**src/rtl/miter_bus_sched.sv**
```systemverilog
// Lockstep bus responder for one channel of the two-core miter. Grants only identical
// requests, answers in order after a fixed latency, and drains/halts on the first mismatch.
module miter_bus_sched #(
  parameter int AddrWidth      = 32,
  parameter int Latency        = 1,
  parameter int MaxOutstanding = 2
) (
  input  logic                 clk_i,
  input  logic                 rst_ni,
  input  logic                 req_a_i,
  input  logic                 req_b_i,
  input  logic [AddrWidth-1:0] addr_a_i,
  input  logic [AddrWidth-1:0] addr_b_i,
  input  logic                 we_a_i,
  input  logic                 we_b_i,
  input  logic                 stall_i,
  output logic                 gnt_o,
  output logic                 rvalid_o,
  output logic [2:0]           outstanding_o,
  output logic                 diverge_o,
  output logic [1:0]           diverge_cause_o,
  output logic                 halted_o
);

  typedef enum logic [1:0] {StRun, StDrain, StHalt} state_e;

  state_e               state_q, state_d;
  logic [Latency-1:0]   pipe_q, pipe_d;
  logic [2:0]           outstanding_q, outstanding_d;
  logic                 diverge_q, diverge_d;
  logic [1:0]           cause_q, cause_d;
  logic                 mismatch;
  logic [1:0]           cause;

  // Priority req > addr > we; addresses and we only matter when both cores request.
  always_comb begin
    cause = 2'b00;
    if (req_a_i != req_b_i) begin
      cause = 2'b01;
    end else if (req_a_i && req_b_i && (addr_a_i != addr_b_i)) begin
      cause = 2'b10;
    end else if (req_a_i && req_b_i && (we_a_i != we_b_i)) begin
      cause = 2'b11;
    end
    mismatch = (cause != 2'b00);
  end

  always_ff @(posedge clk_i or negedge rst_ni) begin
    if (!rst_ni) begin
      state_q <= StRun;
    end else begin
      state_q <= state_d;
    end
  end

  always_comb begin
    state_d = state_q;
    unique case (state_q)
      StRun:   if (mismatch) state_d = StDrain;
      StDrain: if (outstanding_q == 3'd0) state_d = StHalt;
      StHalt:  state_d = StHalt;
      default: state_d = StRun;
    endcase
  end

  // The slot check uses the registered count, so a same-cycle rvalid never frees a slot.
  always_comb begin
    gnt_o    = rst_ni && (state_q == StRun) && req_a_i && req_b_i && !mismatch && !stall_i &&
               (outstanding_q < 3'(MaxOutstanding));
    halted_o = (state_q == StHalt);
  end

  always_comb begin
    pipe_d    = pipe_q;
    pipe_d[0] = gnt_o;
    for (int i = 1; i < Latency; i++) begin
      pipe_d[i] = pipe_q[i-1];
    end
    outstanding_d = outstanding_q + {2'b00, gnt_o} - {2'b00, pipe_q[Latency-1]};
    diverge_d     = diverge_q;
    cause_d       = cause_q;
    if ((state_q == StRun) && mismatch) begin
      diverge_d = 1'b1;
      cause_d   = cause;
    end
  end

  always_ff @(posedge clk_i or negedge rst_ni) begin
    if (!rst_ni) begin
      pipe_q        <= '0;
      outstanding_q <= 3'd0;
      diverge_q     <= 1'b0;
      cause_q       <= 2'b00;
    end else begin
      pipe_q        <= pipe_d;
      outstanding_q <= outstanding_d;
      diverge_q     <= diverge_d;
      cause_q       <= cause_d;
    end
  end

  assign rvalid_o        = pipe_q[Latency-1];
  assign outstanding_o   = outstanding_q;
  assign diverge_o       = diverge_q;
  assign diverge_cause_o = cause_q;

endmodule
```
**config.mk**
```make
export PLATFORM = sky130hd
export DESIGN_NAME = miter_bus_sched
export DESIGN_NICKNAME = d
export VERILOG_FILES = /design/src/rtl/miter_bus_sched.sv
export SDC_FILE = /design/constraint.sdc
export NUM_CORES = 1
export LEC_CHECK = 0
export ABC_AREA = 1
export CAP_MARGIN = 25
export CORE_MARGIN = 4
export CORE_UTILIZATION = 33
export DETAILED_ROUTE_END_ITERATION = 10
export GPL_ROUTABILITY_DRIVEN = 0
export GPL_TIMING_DRIVEN = 0
export PLACE_DENSITY = 0.88
export SYNTH_ARGS = -nofsm -noshare
export SYNTH_HDL_FRONTEND = slang
export SYNTH_SLANG_ARGS = --single-unit
export TNS_END_PERCENT = 100
```
**constraint.sdc**
```tcl
create_clock -name clk_i -period 2.2 [get_ports clk_i]
set_input_delay 0.22 -clock clk_i [delete_from_list [all_inputs] [get_ports clk_i]]
set_output_delay 0.22 -clock clk_i [all_outputs]
set_load 0.03 [all_outputs]
```
==> results.md, run 1 <==
- H-tree level count: 1
- Setup Skew: 5.41 ps
- Minimum clock period: 2150 ps
- Gr usage total: 15.9%
- Initial antenna violation count: 0
- Metal-1 WL: 1210 um
- Largest net degree at the start of global routing: 11
- TritonCTS Buffers: 3
- CTS max path bufs: 2
- Post-DP HPWL: 2840 um
- Mean Syn Cell Area: about 6.4 sq um
- Comb pwr share: 63.3%
- Yosys warning count: 0
- Overflow after GRT: 0
- Filler cell count: 221
- Simple-gate share of the synthesized area: 33.1%
- Maximum vdd drop: between 0.0006 and 0.0007 V
- Layout Nets: between 300 and 400
- Max-cap violations: 0
- Synth cell types: 14
- Met3 routed WL: 259 um
- Clock tree root driver cell: clkbuf_4
- R2R setup slack: 270 ps
- Mapped Nets: 238
- Internal power: 642 uW
- Core Rows: 19
- Post-DRT Antenna Nets: 0
- Sequential Area: 225 sq um
- WP data arrival: roughly 2300 ps
- Die height: about 63 um
- Largest family of logic cells by synthesized area: simple AND/OR/NAND/NOR gates
- Setup CP Type: primary input to flop
- Slew @ Worst Pin: 461 ps
- Worst Hold Slack: 271 ps
- Final Non-Filler Cells: 275
- Worst Hold Class: primary input to async pin
- Top achievable clock speed: between 400 and 500 MHz
- Die ar.: around 4000 sq um
- Post-synthesis mux area share: 0%
- Vias in the first global route: 1,209
- N_diodes: 0
- Seq cells post-synth: 9
- Max-slew violation count: 0
- Multi-input logic area: 741 sq um
- Placed cells: 269
- Syn Inst Count: roughly 160
- Layout cell share with drive strength beyond 1: 8.61%
- DR vias/cell: roughly 4.5
- Status: completed
- Worst Setup Start Kind: primary input
- Data required time of the worst path: ~2400 ps
- Via count: 1,228
- Critical Path Sink Type: flop
- DRT iter0 DRCs: 20
- Max Used Layer: met4
- Slew HR: 69.2%
- Total iterations of the first detailed-routing run: 4
- Initial core utilization: 35.5%
- XOR/XNOR Fraction of Synth Area: roughly a fifth
- Residual DRC count: 0
- Clk Latency, worst-skew pair: 260 ps
- IO buf count: 79
- Synth area leader: dfrtp_1
- Io pins: 80
- Pleak: between 1 and 1.5 nW
- Synthesized area: 1010 sq um
- CTS sink count: 9
- Top cells by area, synth: dfrtp_1, nand2_1, xnor2_1
- Clock Pin Slew Worst Setup and Hold Paths: 60 ps
- Core area: 2850 sq um
- Critical path peak fanout: 3
- Routed wl met2: 1870 um
- Global-route wire length before repair: 5040 um
- Post-synthesis compound-gate area fraction: 1.73%
- Power per cell area: 536 nW/um^2
- WL final: ~3400 um
- Most frequent cells in the layout: nand2_1, dlymetal6s2s_1, inv_1
- Layout area overhead: 105%
- Endpoints failing hold: 0
- Sw frac: 42.3%
- Register area share after synthesis: 22.2%
- Hold buffer count at CTS: 0
- Power share of the clock group: between 10% and 20%
- Drt wl/cell: 12.5 um
- Adder-cell share of the synthesized area: 10.6%
- Fin crit share: 97.5%
- NetSw: 471 uW
- Final Setup Violations: 0
- Die width: between 60 and 70 um
- Commonest non-fill, non-tap cell in the layout: nand2_1
- CTS tree: built
- Sequential Power Share: between 20% and 30%
- Top cell type's share of synthesized area: 22.2%
[layout make-up]
cell class | count | area share (%)
Sequential cell | 9 | 10.8
Clock buffer | 4 | 1.27
Inverter | 31 | 5.61
Tap cell | 31 | 1.87
Timing Repair Buffer | 81 | 44.7
Multi-Input combinational cell | 119 | 35.7
[routing by layer]
layer	vias up	GRT usage [%]
met4	0	8.36
met2	55	30.0
met5	-	0
met3	11	5.15
met1	526	15.1
li1	636	-
[path summary, 6_finish.rpt]
path | endpoint | depth (start not counted) | startpoint
worst max-delay path | outstanding_o[1] | 14 | addr_b_i[15]
worst min-delay path | state_q[1] | 1 | rst_ni
worst max register to register | outstanding_o[1] | 10 | outstanding_o[1]
worst min register to register | diverge_o | 1 | diverge_o
max in group asynchronous | diverge_cause_o[1] | 1 | rst_ni
min in group clk_i | diverge_o | 1 | diverge_o
[kinds of logic (layout without fill, tap and decap cells)]
logic type	Yosys count	count (layout)
and+or+nand+nor	84	84
buffers and inverters	31	116
adders and majority gates	8	8
DFF	9	9
AOI/OAI and AO/OA	3	3
xor gates and xnor gates	24	24
[power by group through the flow]
| stage | combinational (mW) | clock, mW | sequential [mW] |
|---|---|---|---|
| finish | 0.704 | 0.130 | 0.279 |
| global route | 0.773 | 0.142 | 0.292 |
| CTS | 0.712 | 0.134 | 0.280 |
| detailed placement | 0.696 | 0 | 0.282 |
| global placement | 0.668 | 0 | 0.281 |
| floorplan | 0.301 | 0 | 0.365 |
[synth_stat cells]
cell,instances
nand2_1,60
fa_1,1
xnor2_1,23
nor2_1,16
ha_1,7
o31ai_1,1
inv_1,31
nand2_2,2
nand3b_1,1
nand3_2,1
nand3_1,4
a21oi_1,2
dfrtp_1,9
xor2_1,1
[critical path, stage by stage]
cell and delay (ps):
clkdlybuf4s50_1 470, xnor2_1 120, nand2_1 80, nor2_1 110, nand2_1 70, nor2_2 90
nand2_1 70, nand2_2 80, nand3_4 90, nor2_4 150, ha_4 150, inv_2 40
fa_2 520, inv_1 40
[repair_timing]
action	in CTS	in global routing
pin swaps	6	51
buffers inserted	2	0
gates resized for setup	9	61
endpoints found under the setup margin	3	3
[sequential cells by signal, summed over array words and instances, names as in the netlist]
name,flops
diverge_o,1
state_q,2
outstanding_o,3
diverge_cause_o,2
rvalid_o,1
[stage by stage]
step                TNS [ps]  area (sq um)  setup slack, ps  total power [mW]  utilization, %
floorplan                  0          1010             39.8             0.665               -
global placement        -892          1840             -344             0.950            64.6
detailed placement     -1130          1840             -411             0.978            64.6
CTS                        0          1900             1.02              1.13            66.5
global route           -83.4          2080            -51.7              1.21            72.8
finish                     0          2080             54.3              1.11            72.8
Note: power is estimated with default switching activity, not from simulation.
==> run 2: changes to the inputs <==
--- a/config.mk
+++ b/config.mk
@@ -13,6 +13,7 @@
 export GPL_ROUTABILITY_DRIVEN = 0
 export GPL_TIMING_DRIVEN = 0
 export PLACE_DENSITY = 0.88
+export REMOVE_ABC_BUFFERS = 1
 export SYNTH_ARGS = -nofsm -noshare
 export SYNTH_HDL_FRONTEND = slang
 export SYNTH_SLANG_ARGS = --single-unit
==> results.md, run 2 (synthesis gave the netlist of run 1 again) <==
- Status: completed
- Total iterations of the first detailed-routing run: 4
- Sw frac: 43.1%
- CTS sink count: 9
- Placed cells: 269
- CTS tree: built
- Global-route wire length before repair: about 5300 um
- Met1 Resource Use GR: approximately 18%
- Power per cell area: 548 nW/um^2
- Setup CP Type: primary input to flop
- Clock Pin Slew Worst Setup and Hold Paths: 60 ps
- WP buf/inv: 3
- Hold buffer count at CTS: 0
- Slew @ Worst Pin: 441 ps
- Maximum vdd drop: around 0.00063 V
- Design area: roughly 2100 sq um
- Met2 usage: 31.7%
- Post-place instance area: 1840 sq um
- Core Rows: 19
- Io pins: 80
- Drt wl/cell: between 10 and 15 um
- RSZ-0062 raised after global routing: no
- Critical Path Sink Type: flop
- Gr usage total: 16.7%
- Final Setup Violations: 0
- Worst Setup Start Kind: primary input
- Crit path max-delay family: adder cells
- Comb pwr share: 63.4%
- Core area: between 2000 and 3000 sq um
- Minimum clock period: around 2100 ps
- TNS Setup: 0 ps
- Most frequent CP cell: nand2_1
- WL final: 3670 um
- Internal power: between 600 and 700 uW
- DRT iter0 DRCs: 38
- Met3 Use GR: 4.44%
- Via count: 1,248
- DR vias/cell: 4.52
- Initial antenna violation count: 0
- Max-slew violation count: 0
- TritonCTS Buffers: 3
- Filler cell count: 223
- CTS max path bufs: 2
- Max-cap violations: 0
- Number of flip-flops in the largest register: 3
- Setup Skew: 1.46 ps
- Overflow after GRT: 0
- Die width: 63.4 um
- H-tree level count: 1
- Top achievable clock speed: 477 MHz
- Most frequent cells in the layout: nand2_1, dlymetal6s2s_1, inv_1
- Die ar.: roughly 4000 sq um
- Die height: around 63 um
- Final Non-Filler Cells: 276
- Initial core utilization: approximately 35%
- Clock tree root driver cell: clkbuf_4
- Worst Hold Class: primary input to async pin
- Clk Latency, worst-skew pair: 260 ps
- NetSw: approximately 490 uW
- Commonest non-fill, non-tap cell in the layout: nand2_1
- Layout cell share with drive strength beyond 1: around 6.5%
- N_diodes: 0
- R2R setup slack: 200 ps
- Fin worst setup slack: 106 ps
- Residual DRC count: 0
- IO buf count: 79
- Power share of the clock group: 11.7%
- CP cell instances: clkdlybuf4s50_1 -> xnor2_1 -> nand2_1 -> nor2_1 -> nand2_1 -> nor2_2 -> nand2_1 -> nand2_2 -> nand3_4 -> nor2_4 -> ha_2 -> inv_1 -> fa_2 -> inv_1
- Sequential Power Share: 24.9%
- Slowest CP cell: fa_2
- Vias in the first global route: 1,243
- Place WS: -413 ps
- Endpoints failing hold: 0
- Pleak: ~1.4 nW
- Max stage delay on crit path: 500 ps
- Layout area overhead: 104%
- Post-DP HPWL: 2710 um
- Largest net degree at the start of global routing: 11
- Busiest grt layer: met2
- Fin crit share: a little over nine tenths
- Critical path peak fanout: 3
- Post-DRT Antenna Nets: 0
- Data required time of the worst path: ~2400 ps
- Layout Nets: 325
- Slew HR: 70.5%
- WP data arrival: 2260 ps
==> run 2: layout make-up <==
class | count | area, sq um | area share [%]
sequential | 9 | 225 | 10.9
inverter | 31 | 116 | 5.63
timing repair buffer | 82 | 962 | 46.5
clock buffer | 4 | 26.3 | 1.27
tap | 31 | 38.8 | 1.88
multi-input combinational | 119 | 698 | 33.8
==> run 2: path summary, 6_finish.rpt <==
| kind | from | cells past startpoint | end |
|---|---|---|---|
| min in group clk_i | diverge_cause_o[0] | 2 | diverge_cause_o[0] |
| worst max-delay path | addr_a_i[3] | 14 | outstanding_o[1] |
| worst min register to register | diverge_cause_o[0] | 2 | diverge_cause_o[0] |
| max in group asynchronous | rst_ni | 1 | outstanding_o[2] |
| worst max register to register | outstanding_o[1] | 10 | outstanding_o[1] |
| worst min-delay path | rst_ni | 1 | rvalid_o |
==> run 2: power groups by stage <==
stage / Sequential (mW) / Clock [mW] / Combinational, mW
after detailed placement: 0.283 / 0 / 0.704
after floorplan: 0.365 / 0 / 0.300
after global placement: 0.282 / 0 / 0.669
after global routing: 0.288 / 0.152 / 0.798
final: 0.282 / 0.132 / 0.718
after CTS: 0.281 / 0.137 / 0.723
==> run 2: timing repair <==
item                                    4_1_cts  5_1_grt
cloned                                        0        0
pin swaps                                     2       48
gates resized for setup                       7       63
endpoints found under the setup margin        3        3
setup buffers                                 1        2
==> run 2: metrics by stage <==
step           total power, mW  util [%]  hold slack (ps)
2_1_floorplan            0.664         -            -75.6
3_3_place_gp             0.951      64.6              471
3_5_place_dp             0.987      64.6              467
4_1_cts                   1.14      66.4              276
5_1_grt                   1.24      72.5              294
6_report                  1.13      72.5              264
==> run 2: worst reg2reg max path, cell delays in order (launching register included) <==
cell and delay [ps]:
dfrtp_1 430, inv_1 80, ha_1 150, nand2_1 60
nor2_1 100, nand3_1 120, nor2_4 180, ha_2 180
inv_1 40, fa_2 510, inv_1 40
==> run 2: layer usage <==
layer | wire length, um | up-vias
li1 | - | 636
met1 | 1350 | 548
met2 | 1980 | 56
met3 | 274 | 8
met4 | 73 | 0
met5 | 0 | -
==> run 3: changes to the inputs <==
--- a/config.mk
+++ b/config.mk
@@ -14,7 +14,8 @@
 export GPL_TIMING_DRIVEN = 0
 export PLACE_DENSITY = 0.88
 export REMOVE_ABC_BUFFERS = 1
+export SLEW_MARGIN = 5
 export SYNTH_ARGS = -nofsm -noshare
 export SYNTH_HDL_FRONTEND = slang
 export SYNTH_SLANG_ARGS = --single-unit
-export TNS_END_PERCENT = 100
+export TNS_END_PERCENT = 10
==> results of run 3 <==
No change in the layout: final DEF, timing and power equal those of run 2.
